<file path="src/rtl/rom_arbiter_pkg.sv">
// Shared definitions for the instruction-ROM arbiter: FSM encodings, defaults, master indices.
// Latency: n/a (types and constants only).
// Backpressure: n/a.
package rom_arbiter_pkg;

    // Sequencer states: one cycle to strobe the ROM, a bounded wait, one cycle to acknowledge.
    typedef enum logic [1:0] {
        ROM_ARB_IDLE = 2'd0,
        ROM_ARB_REQ  = 2'd1,
        ROM_ARB_WAIT = 2'd2,
        ROM_ARB_RESP = 2'd3
    } rom_arb_state_t;

    // Default number of WAIT cycles tolerated before an access is aborted.
    localparam int ROM_ARB_TIMEOUT = 15;

    // Master indices: 0 = CPU instruction fetch, 1 = debug/loader.
    localparam logic ROM_ARB_M0 = 1'b0;
    localparam logic ROM_ARB_M1 = 1'b1;

endpackage

</file>
<file path="src/rtl/rom_arbiter_rr_arb2.sv">
// Two-input round-robin grant; on contention the master not granted last wins.
// Latency: combinational grant; last_grant updates on the clock edge that accepts a grant.
// Backpressure: grants are only taken (and history only updated) while en is high.
//
// Ports: clk, reset (sync, active high); req[1:0] request levels; en = caller is able to
// accept a grant this cycle; gnt_vld = some request present; gnt_idx = winning master.
module rr_arb2
    import rom_arbiter_pkg::*;
(
    input  logic       clk,
    input  logic       reset,
    input  logic [1:0] req,
    input  logic       en,
    output logic       gnt_vld,
    output logic       gnt_idx
);

    logic last_grant;

    always_comb begin
        gnt_vld = |req;
        gnt_idx = ROM_ARB_M0;
        if (req[0] && req[1]) begin
            gnt_idx = ~last_grant;
        end else if (req[1]) begin
            gnt_idx = ROM_ARB_M1;
        end
    end

    // Reset to M1 so that M0 wins the very first contention.
    always_ff @(posedge clk) begin
        if (reset) begin
            last_grant <= ROM_ARB_M1;
        end else if (en && gnt_vld) begin
            last_grant <= gnt_idx;
        end
    end

endmodule

</file>
<file path="src/rtl/rom_arbiter.sv">
// Serialises two masters' reads onto the single-port instruction ROM with round-robin fairness.
// Latency: request-to-ack 3 cycles with an immediate ROM, 3+TIMEOUT cycles on timeout; 1 access / 4 cycles peak.
// Backpressure: masters hold req until their one-cycle ack; the ROM stalls via rdy_, bounded by TIMEOUT.
//
// Ports: clk, reset (sync, active high);
//   m0_/m1_ req, addr in; ack, err, rd_data out (registered, rd_data holds until the next ack);
//   rom_cs_, rom_as_ (active-low strobes, low for exactly one cycle per access), rom_addr out;
//   rom_rd_data, rom_rdy_ (active low, valid only while waiting) in.
module rom_arbiter
    import rom_arbiter_pkg::*;
#(
    parameter int ADDR_W  = 11,
    parameter int DATA_W  = 32,
    parameter int TIMEOUT = ROM_ARB_TIMEOUT
) (
    input  logic              clk,
    input  logic              reset,
    input  logic              m0_req,
    input  logic [ADDR_W-1:0] m0_addr,
    output logic              m0_ack,
    output logic              m0_err,
    output logic [DATA_W-1:0] m0_rd_data,
    input  logic              m1_req,
    input  logic [ADDR_W-1:0] m1_addr,
    output logic              m1_ack,
    output logic              m1_err,
    output logic [DATA_W-1:0] m1_rd_data,
    output logic              rom_cs_,
    output logic              rom_as_,
    output logic [ADDR_W-1:0] rom_addr,
    input  logic [DATA_W-1:0] rom_rd_data,
    input  logic              rom_rdy_
);

    // Sized to hold TIMEOUT itself; the counter stops there, so it can never wrap.
    localparam int              CNT_W   = $clog2(TIMEOUT + 1);
    localparam logic [CNT_W-1:0] CNT_MAX = CNT_W'(TIMEOUT);

    rom_arb_state_t    state_q;
    rom_arb_state_t    state_d;
    logic              arb_en;
    logic              gnt_vld;
    logic              gnt_idx;
    logic              gnt_q;
    logic [CNT_W-1:0]  cnt_q;
    logic              done;
    logic              done_err;
    logic [DATA_W-1:0] done_data;

    // Arbitrate only in IDLE: during an access (including RESP, where the acked
    // master still has req high) requests are not looked at.
    assign arb_en = (state_q == ROM_ARB_IDLE);

    rr_arb2 u_rr_arb2 (
        .clk     (clk),
        .reset   (reset),
        .req     ({m1_req, m0_req}),
        .en      (arb_en),
        .gnt_vld (gnt_vld),
        .gnt_idx (gnt_idx)
    );

    always_ff @(posedge clk) begin
        if (reset) begin
            state_q <= ROM_ARB_IDLE;
        end else begin
            state_q <= state_d;
        end
    end

    // Next state plus completion decode. ROM ready takes priority over the
    // timeout, so a response arriving in the last allowed cycle still succeeds.
    always_comb begin
        state_d   = state_q;
        done      = 1'b0;
        done_err  = 1'b0;
        done_data = '0;
        case (state_q)
            ROM_ARB_IDLE: begin
                if (gnt_vld) begin
                    state_d = ROM_ARB_REQ;
                end
            end
            ROM_ARB_REQ: begin
                state_d = ROM_ARB_WAIT;
            end
            ROM_ARB_WAIT: begin
                if (!rom_rdy_) begin
                    done      = 1'b1;
                    done_data = rom_rd_data;
                    state_d   = ROM_ARB_RESP;
                end else if (cnt_q == CNT_MAX) begin
                    done     = 1'b1;
                    done_err = 1'b1;
                    state_d  = ROM_ARB_RESP;
                end
            end
            ROM_ARB_RESP: begin
                state_d = ROM_ARB_IDLE;
            end
            default: begin
                state_d = ROM_ARB_IDLE;
            end
        endcase
    end

    // Registered ROM-side and master-side outputs.
    always_ff @(posedge clk) begin
        if (reset) begin
            gnt_q      <= ROM_ARB_M0;
            cnt_q      <= '0;
            rom_cs_    <= 1'b1;
            rom_as_    <= 1'b1;
            rom_addr   <= '0;
            m0_ack     <= 1'b0;
            m0_err     <= 1'b0;
            m0_rd_data <= '0;
            m1_ack     <= 1'b0;
            m1_err     <= 1'b0;
            m1_rd_data <= '0;
        end else begin
            // Strobes and acks are single-cycle pulses.
            rom_cs_ <= 1'b1;
            rom_as_ <= 1'b1;
            m0_ack  <= 1'b0;
            m1_ack  <= 1'b0;

            if ((state_q == ROM_ARB_IDLE) && gnt_vld) begin
                gnt_q    <= gnt_idx;
                rom_addr <= (gnt_idx == ROM_ARB_M1) ? m1_addr : m0_addr;
                rom_cs_  <= 1'b0;
                rom_as_  <= 1'b0;
            end

            if (state_q == ROM_ARB_REQ) begin
                cnt_q <= '0;
            end else if ((state_q == ROM_ARB_WAIT) && !done) begin
                cnt_q <= cnt_q + CNT_W'(1);
            end

            // Only the granted master's response registers move.
            if (done) begin
                if (gnt_q == ROM_ARB_M1) begin
                    m1_ack     <= 1'b1;
                    m1_err     <= done_err;
                    m1_rd_data <= done_data;
                end else begin
                    m0_ack     <= 1'b1;
                    m0_err     <= done_err;
                    m0_rd_data <= done_data;
                end
            end
        end
    end

endmodule

</file>
<file path="config.mk">
export PLATFORM = sky130hd
export DESIGN_NAME = rom_arbiter
export DESIGN_NICKNAME = d
export VERILOG_FILES = /design/src/rtl/rom_arbiter_pkg.sv /design/src/rtl/rom_arbiter_rr_arb2.sv /design/src/rtl/rom_arbiter.sv
export SDC_FILE = /design/constraint.sdc
export NUM_CORES = 1
export LEC_CHECK = 0
export CAP_MARGIN = 20
export CORE_MARGIN = 8
export CORE_UTILIZATION = 30
export DETAILED_ROUTE_END_ITERATION = 8
export PLACE_DENSITY = 0.56
export RECOVER_POWER = 50
export SYNTH_ARGS = -nofsm -noshare
export SYNTH_HDL_FRONTEND = slang
export SYNTH_SLANG_ARGS = --single-unit
</file>
<file path="constraint.sdc">
create_clock -name clk -period 4.31 [get_ports clk]
set_input_delay 0.6465 -clock clk [delete_from_list [all_inputs] [get_ports clk]]
set_output_delay 0.6465 -clock clk [all_outputs]
set_load 0.02 [all_outputs]
</file>
# Yosys cells after proc, flatten, opt, wreduce, memory -nomap -nowiden
# Cells that the tools add are included.
classes:
  add_sub_neg: 1
  n_mul: 0
  div: 0
  n_lt_le_gt_ge: 0
  n_eq_ne: 6
  shifts: 0
  muxes: 17
  bitwise_logic: 3
  n_reduce_logical: 11
op_table:
  columns: ["op", "count"]
  rows:
  - ["two-way mux 32 bit", 2]
  - ["two-way mux 11 bit", 1]
  - ["two-way mux 1 bit", 10]
  - ["one-hot mux 2 bit (4 select lines)", 1]
  - ["two-way mux 2 bit", 3]
  - ["AND reduction 2 bit", 3]
  - ["OR reduction 2 bit", 3]
  - ["adder 4 x 1 -> 4 bit (second input constant)", 1]
  - ["== test 2 bit (second input constant)", 2]
  - ["== test 4 bit (second input constant)", 1]
  - ["logical AND 1 bit", 3]
  - ["!= test 3 bit (second input constant)", 1]
  - ["NOT 1 bit", 3]
  - ["== test 2 x 1 -> 1 bit (second input constant)", 1]
  - ["zero test 2 bit", 1]
  - ["!= test 2 bit (second input constant)", 1]
  - ["zero test 1 bit", 1]
word_totals:
  reg_bits: 88
  latch_bits: 0
  ramBits: 0
  rom_bits: 0
  input_bits: 59
  output_inout_bits: 81
  word_cells: 50
  mem_count: 0

# Longest topological paths before layout
# Gate-level depths: netlist of the first run.
depth:
  ltp_word: 6
  ltp_mapped: 6
  depth_no_buf: 5

# Modules after synthesis
# From an unflattened synthesis of the first run, not the netlist that was laid out.
hier_totals:
  hier_cells: 485
  hier_area_um2: 4331.7
modules_own_cells:
  columns: ["module", "n_inst", "cells_per_inst", "area_each_um2", "seq_area_each_um2"]
  rows:
  - ["rom_arbiter", 1, 479, 4275.4, 1741.7]
  - ["rr_arb2", 1, 6, 56.3, 20.0]

# Least setup slack after synthesis of the first run
# Ideal clock, no wire load.
synth_path:
  path_kind: "input-to-reg"
  start: "input reset"
  end: "register rom_addr[1]"
  setup_time_ns: 0.138
  t_arrival_ns: 1.501
  required_ns: 4.172
  setup_slack_ns: 2.671
  cell_stages: 5
  n_path_buf: 4
  cell_sequence: "buf_2 clkbuf_1 buf_2 buf_4 a211oi_1"
synth_rtl:
  columns: ["item", "line", "rtl"]
  rows:
  - ["start: declaration", "rom_arbiter.sv:17", "input logic reset,"]
  - ["end signal: assignment", "rom_arbiter.sv:130", "rom_addr <= (gnt_idx == ROM_ARB_M1) ? m1_addr : m0_addr;"]
  - ["end: declaration", "rom_arbiter.sv:30", "output logic [ADDR_W-1:0] rom_addr,"]
# No word-level cell between the ends.

==> key figures, run 1 <==
Yosys
  • Synth cell types: 31
  • Cells after synthesis: 395
  • Post-synthesis cell area: 3646 um^2
  • Yosys reg bits: 88
  • Area leader, netlist: dfxtp_1
  • Most common cell in the netlist: dfxtp_1
  • Post-Synth Simple-Gate Area: 24.95%
  • Main combinational cell family by area after synthesis: simple AND/OR/NAND/NOR gates
  • Post-synth EDFFs: 0
  • Top cells by count, synth: dfxtp_1 (88), nand2b_1 (68), nand2_1 (35), nor2b_1 (35), o2bb2ai_1 (32)
  • Synth Flop Type: dfxtp_1
  • Post-synthesis mux area share: 3.294%
  • Yosys warnings: 0
  • XOR/XNOR Fraction of Synth Area: 0%
  • Sequential share of the synthesized area: 48.32%
  • Share of Yosys cell area claimed by the top area cell type: 48.32%
  • Post-Synth Adder-Cell Area: 1.373%
  • Mean post-synth cell area: 9.230 um^2
  • FFs w/ async S/R, synth: 0%
  • Most area-consuming cells after synthesis: dfxtp_1 (48%), nand2b_1 (12%), o2bb2ai_1 (7.7%)
  • Post-synthesis compound-gate area fraction: 17.84%
  • Syn nets: 458

Setup path
  • CP top delay family: buffers and inverters
  • CP required: 4.50 ns
  • CP max FO: 118
  • Worst r2r src: state_q[0]
  • Worst r2r path cells: 6
  • WP buf/inv: 2
  • Critical-path cell list: buf_2, clkbuf_2, nor2b_1, o2bb2ai_1
  • Setup crit end kind: register
  • Setup crit start kind: input pin
  • Critical setup path kind: in -> reg
  • R2r endpoint: m1_err
  • Reg2reg setup slack: 2.16 ns
  • Critical path arrival: 2.57 ns
  • Crit-path max cell delay: 1.32 ns
  • Crit-path slowest cell: clkbuf_2

Die
  • Die height: 126.2 um
  • Core Area: 11960 um^2
  • I/O pins: 140
  • FP Rows: 40
  • Full die area: 15940 um^2
  • Starting Density: 30.48%
  • Chip width: 126.2 um

Clocking
  • H-tree Lvls: 3
  • Clock Sinks: 88
  • CTS Root Buffer Type: clkbuf_16
  • CTS max path bufs: 2
  • CTS Hold Bufs: 0
  • Number of gates resized after CTS: 0
  • Reg clk slew, reported paths: 0.06 ns
  • CTS Buf Count: 9
  • Post-CTS setup buffers: 0
  • Clock latency on the worst-skew pair: 0.34 ns
  • CTS tree: built

Final layout
  • Layout cells sized above 1: 4.762%
  • Ant. Diodes: 0
  • Fill cells: 1173
  • Final Net Count: 583
  • Layout area overhead: 47.70%

Global routing
  • Largest net degree at the start of global routing: 119
  • GRT overflow: 0
  • Initial antenna violation count: 0
  • Vias in the first global route: 3237
  • Global-route wire length before repair: 17.04 mm
  • All-Layer GR Usage: 13.20%

STA
  • Worst Tran Pin Value: 1.866 ns
  • Slew margin rel.: -24.42%
  • Tcrit/Tclk final: 55.12%
  • Total negative slack: 0 ns
  • Final hold violations: 0
  • Min Tclk post-route: 2.376 ns
  • Worst Clk Skew: 0.008993 ns
  • Worst setup slack after layout: 1.934 ns
  • Min Hold Slack: 0.4629 ns
  • Max-slew violation count: 119
  • Final setup vio count: 0
  • RSZ-0062 raised after global routing: no
  • Fmax: 420.9 MHz

Placement
  • Place WS: 1.720 ns
  • IO Port Bufs: 139
  • Hpwl dp: 7.524 mm
  • GPL Wtd Cong: 0.7112

Power and ir drop
  • P_leak: 0.002050 uW
  • Pwr/cell area: 420.2 nW/um^2
  • Max rail drop VDD: 0.2117 mV

Outcome
  • Failing checks: max-capacitance violations, max-slew violations
  • Status: finished with violations

Detailed routing
  • Detailed Route WL: 10.45 mm
  • Vias per cell: 4.707
  • Routed len/inst: 15.55 um
  • DRC Markers: 0
  • Antenna Violating Nets Remaining: 0
  • TritonRoute pass-1 iters: 4
  • Via count: 3163
  • DR iter-0 viols: 126

Run
  • Max-Cap Viols: 1

Hold path
  • Worst hold path class: reg -> reg
  • Hold Path Depth: 2
  • Hold Path End: m0_rd_data[6]
  • Hold Crit Start: m0_rd_data[6]
-- report_power, final --
part           total (uW)  switching [uW]  internal, uW
Combinational         584             319           265
Sequential            963            52.2           911
Clock                 716             310           405
Total                2260             682          1580
-- layout make-up --
cell class | count | area, um^2 | share of cell area (%)
Sequential cell | 88 | 1762 | 32.71
Clock buffer | 13 | 250.2 | 4.647
Clock inverter | 3 | 17.52 | 0.3253
Inverter | 3 | 11.26 | 0.2091
Tap cell | 147 | 183.9 | 3.415
Timing Repair Buffer | 143 | 1414 | 26.25
Multi-Input combinational cell | 275 | 1747 | 32.44
-- worst max-delay path by stage --
stage | cells past startpoint | endpoint | from
2_1_floorplan | 5 | rom_addr[1] | reset
3_3_place_gp | 4 | m1_err | rom_rdy_
3_5_place_dp | 4 | m1_err | rom_rdy_
4_1_cts | 4 | m1_err | rom_rdy_
5_1_grt | 5 | m0_rd_data[4] | reset
6_report | 4 | m1_rd_data[9] | reset
-- cell families (layout without fill, tap and decap cells) --
logic type | after synthesis | in the layout
AO/OA/AOI/OAI | 94 | 94
flip-flops | 88 | 88
buffers and inverters | 32 | 162
AND/OR/NAND/NOR | 165 | 165
adder cells (fa/ha/maj) | 4 | 4
multiplexers | 12 | 12
-- worst register-to-register path: cells and delay by family (launching register included) --
family | cells | cell delay [ns]
buffers and inverters | 2 | 0.45
flip-flops | 1 | 0.31
AND/OR/NAND/NOR | 3 | 0.92
adder cells (fa/ha/maj) | 1 | 0.29
-- metal layers --
metal	track usage (%)	wire (um)	vias up	part of all wire (%)
met2	19.29	4361	118	42
met3	6.203	1081	11	10
met5	0	0	-	0
met4	5.096	142	0	1.4
li1	-	-	1588	-
met1	16.45	4862	1446	47
-- sequential cells by signal, summed over array words and instances, names as in the netlist --
signal and flops:
m0_err 1, m0_rd_data 32, m1_err 1, cnt_q 4, m0_ack 1, state_q 2
gnt_q 1, u_rr_arb2.last_grant 1, rom_as_ 1, m1_ack 1, m1_rd_data 32, rom_addr 11
-- layout by cell type (no fill, tap or decap), types with 3 or more instances in the layout --
| master | instances |
|---|---|
| ha_1 | 4 |
| a21oi_1 | 7 |
| inv_1 | 3 |
| clkbuf_1 | 3 |
| o2bb2ai_1 | 32 |
| or3_1 | 3 |
| nand2_1 | 35 |
| buf_4 | 3 |
| nand2b_1 | 68 |
| dfxtp_1 | 88 |
| dlygate4sd3_1 | 69 |
| nor2b_1 | 35 |
| o21ai_0 | 33 |
| a211oi_1 | 12 |
| mux2i_1 | 12 |
| nand3_1 | 3 |
| nor2_1 | 13 |
| clkdlybuf4s50_1 | 69 |
| clkbuf_16 | 9 |
-- metrics by stage --
step / util [%] / area (um^2) / total power, uW / cells
after floorplan: - / 3646 / 1316 / 395
after global placement: 42.80 / 5120 / 1594 / 656
after detailed placement: 42.80 / 5120 / 1602 / 656
after CTS: 45.04 / 5388 / 2321 / 672
after global routing: 45.02 / 5385 / 2395 / 672
final: 45.02 / 5385 / 2263 / 672
Power figures use the tool's default switching activity.
==> run 2: changes to the inputs <==
==> constraint.sdc (replaced) <==
create_clock -name clk -period 2.22 [get_ports clk]
set_input_delay 0.333 -clock clk [delete_from_list [all_inputs] [get_ports clk]]
set_output_delay 0.333 -clock clk [all_outputs]
set_load 0.02 [all_outputs]
==> key figures, run 2 (same netlist as run 1, synthesis figures left out) <==
Outcome
  • Status: complete, no violations (was finished with violations)

Clocking
  • CTS Hold Bufs: 0 (unchanged)
  • Number of gates resized after CTS: 0 (unchanged)
  • Reg clk slew, reported paths: 0.06 ns (about the same)
  • CTS Root Buffer Type: clkbuf_16 (unchanged)
  • Clock latency on the worst-skew pair: 0.34 ns (about the same)
  • H-tree Lvls: 3 (unchanged)
  • CTS max path bufs: 2 (unchanged)
  • CTS tree: built (unchanged)
  • CTS Buf Count: 9 (unchanged)
  • Post-CTS setup buffers: 0 (unchanged)
  • Clock Sinks: 88 (unchanged)

Final layout
  • Fill cells: 1203 (was 1173)
  • Design area: 5474 um^2 (was 5385 um^2)
  • Ant. Diodes: 0 (unchanged)
  • Final Net Count: 589 (was 583)
  • Most common cell after layout, fill and taps aside: clkdlybuf4s50_1 (was dfxtp_1)
  • Multi-input logic area: 1722 um^2 (was 1747 um^2)
  • Commonest non-fill, non-tap cells in the layout: clkdlybuf4s50_1 (119), dfxtp_1 (88), nand2b_1 (68) (was dfxtp_1 (88), clkdlybuf4s50_1 (69), dlygate4sd3_1 (69))
  • Layout cells sized above 1: 5.085% (was 4.762%)
  • Largest registers: m0_rd_data: 32 flops, m1_rd_data: 32 flops, rom_addr: 11 flops (unchanged)
  • Layout area overhead: 50.14% (was 47.70%)
  • FF/Latch Area: 1762 um^2 (unchanged)

Setup path
  • Crit-path slowest cell: clkbuf_1 (was clkbuf_2)
  • CP required: 2.49 ns (was 4.50 ns)
  • Setup crit start kind: register (was input pin)
  • WP buf/inv: 2 (unchanged)
  • Worst r2r src: state_q[0] (unchanged)
  • CP max FO: 14 (was 118)
  • Worst r2r path cells: 6 (unchanged)
  • Reg2reg setup slack: 0.39 ns (was 2.16 ns)
  • CP top delay family: buffers and inverters (unchanged)
  • Worst Setup SP: state_q[0] (was reset)
  • Critical setup path kind: reg -> reg (was in -> reg)
  • Critical path arrival: 2.10 ns (was 2.57 ns)
  • Critical-path cell list: inv_1, ha_1, nand2_1, nor2_1, clkbuf_1, o2bb2ai_1 (was buf_2, clkbuf_2, nor2b_1, o2bb2ai_1)
  • Crit-path max cell delay: 0.62 ns (was 1.32 ns)
  • R2r endpoint: m1_rd_data[0] (was m1_err)
  • Setup crit end kind: register (unchanged)

Power and ir drop
  • Clk pwr share: 34.5% (was 31.6%)
  • Psw: 1332 uW (was 682.1 uW)
  • Sequential share of power: 40.0% (was 42.6%)
  • Net Sw Frac: 28.43% (was 30.14%)
  • P_leak: 0.001952 uW (was 0.002050 uW)
  • Pwr/cell area: 856.1 nW/um^2 (was 420.2 nW/um^2)
  • Max rail drop VDD: 0.3943 mV (was 0.2117 mV)
  • P_int: 3354 uW (was 1581 uW)
  • Logic gate share of total power: 25.5% (was 25.8%)
  • Design Power: 4687 uW (was 2263 uW)

Die
  • Core Area: 11960 um^2 (unchanged)
  • FP Rows: 40 (unchanged)
  • Full die area: 15940 um^2 (unchanged)
  • Chip width: 126.2 um (unchanged)
  • Die height: 126.2 um (unchanged)
  • Starting Density: 30.48% (unchanged)
  • I/O pins: 140 (unchanged)

STA
  • Worst Clk Skew: 0.006044 ns (was 0.008993 ns)
  • Slew margin rel.: 47.53% (was -24.42%)
  • Final hold violations: 0 (unchanged)
  • RSZ-0062 raised after global routing: no (unchanged)
  • Worst Tran Pin Value: 0.7871 ns (was 1.866 ns)
  • Min Tclk post-route: 1.829 ns
  • Tcrit/Tclk final: 82.41%
  • Max-slew violation count: 0 (was 119)
  • Final setup vio count: 0 (unchanged)
  • Total negative slack: 0 ns (unchanged)
  • Fmax: 546.6 MHz

Detailed routing
  • Via count: 3190 (was 3163)
  • TritonRoute pass-1 iters: 4 (unchanged)
  • Vias per cell: 4.705 (was 4.707)
  • Detailed Route WL: 10.74 mm (was 10.45 mm)
  • Routed len/inst: 15.84 um (was 15.55 um)
  • DR iter-0 viols: 149 (was 126)
  • Antenna Violating Nets Remaining: 0 (unchanged)
  • DRC Markers: 0 (unchanged)

Global routing
  • Global-route wire length before repair: 17.47 mm (was 17.04 mm)
  • All-Layer GR Usage: 13.65% (was 13.20%)
  • Vias in the first global route: 3288 (was 3237)
  • Initial antenna violation count: 0 (unchanged)
  • Largest net degree at the start of global routing: 119 (unchanged)
  • GRT overflow: 0 (unchanged)

Hold path
  • Hold Path Depth: 2 (unchanged)
  • Hold Path End: m1_rd_data[21] (was m0_rd_data[6])
  • Worst hold path class: reg -> reg (unchanged)
  • Hold Crit Start: m1_rd_data[21] (was m0_rd_data[6])

Run
  • Max-Cap Viols: 0 (was 1)

Placement
  • Dpl cell area: 5190 um^2 (was 5120 um^2)
  • Hpwl dp: 7.454 mm (was 7.524 mm)
  • IO Port Bufs: 139 (unchanged)
  • GPL Wtd Cong: 0.6956 (was 0.7112)
-- run 2: cell count changes in the layout (fill, tap and decap cells not counted), sizes merged --
cell           before  now
clkinv              2    1
clkinvlp            1    0
dlygate4sd3        69   19
clkbuf             14   15
buf                 4    9
bufinv              0    2
clkdlybuf4s50      69  119
-- run 2: stage by stage --
step,utilization (%),cells,hold WS [ns],setup slack [ns]
after floorplan,-,395,0.4684,0.8304
after global placement,43.39,662,0.4549,0.4303
after detailed placement,43.39,662,0.4600,0.3643
after CTS,46.03,678,0.4743,0.5372
after global routing,45.76,678,0.4931,0.2365
final,45.76,678,0.4713,0.3906
-- run 2: routing by layer --
layer  part of all wire [%]  wire length (um)  global-route usage (%)  vias to the layer above
met5                      0                 0                       0                        -
met4                    1.5               164                   5.520                        0
met3                    9.9              1065                   6.498                       11
met2                     41              4377                   20.49                      117
met1                     48              5130                   16.42                     1461
li1                       -                 -                       -                     1601
-- run 2: power by group through the flow --
stage | clock network [uW] | logic, uW | registers, uW
global route | 1740 | 1300 | 1900
detailed placement | 0 | 1230 | 1910
floorplan | 0 | 458 | 2100
finish | 1620 | 1200 | 1880
CTS | 1670 | 1240 | 1880
global placement | 0 | 1220 | 1900
-- run 2: tightest hold or removal path, stage by stage, from the launching register on --
cell and delay (ns):
dfxtp_1 0.30, nand2b_1 0.06, o2bb2ai_1 0.06
-- run 2: final cells by class --
class | count | share of cell area (%)
flip-flops and latches | 88 | 32.18
multi-input cells | 275 | 31.45
repair buffers | 149 | 27.04
clock buffers | 13 | 4.571
well taps | 147 | 3.360
clock inverters | 3 | 1.189
inverters | 3 | 0.2057
-- run 2: worst max-delay path by stage --
stage / to / slack (ns) / cells after the start
floorplan: m0_rd_data[10] / 0.83 / 6
global placement: cnt_q[3] / 0.43 / 4
detailed placement: cnt_q[3] / 0.36 / 4
CTS: m1_rd_data[26] / 0.54 / 1
global route: m0_rd_data[19] / 0.24 / 6
finish: m1_rd_data[0] / 0.39 / 6
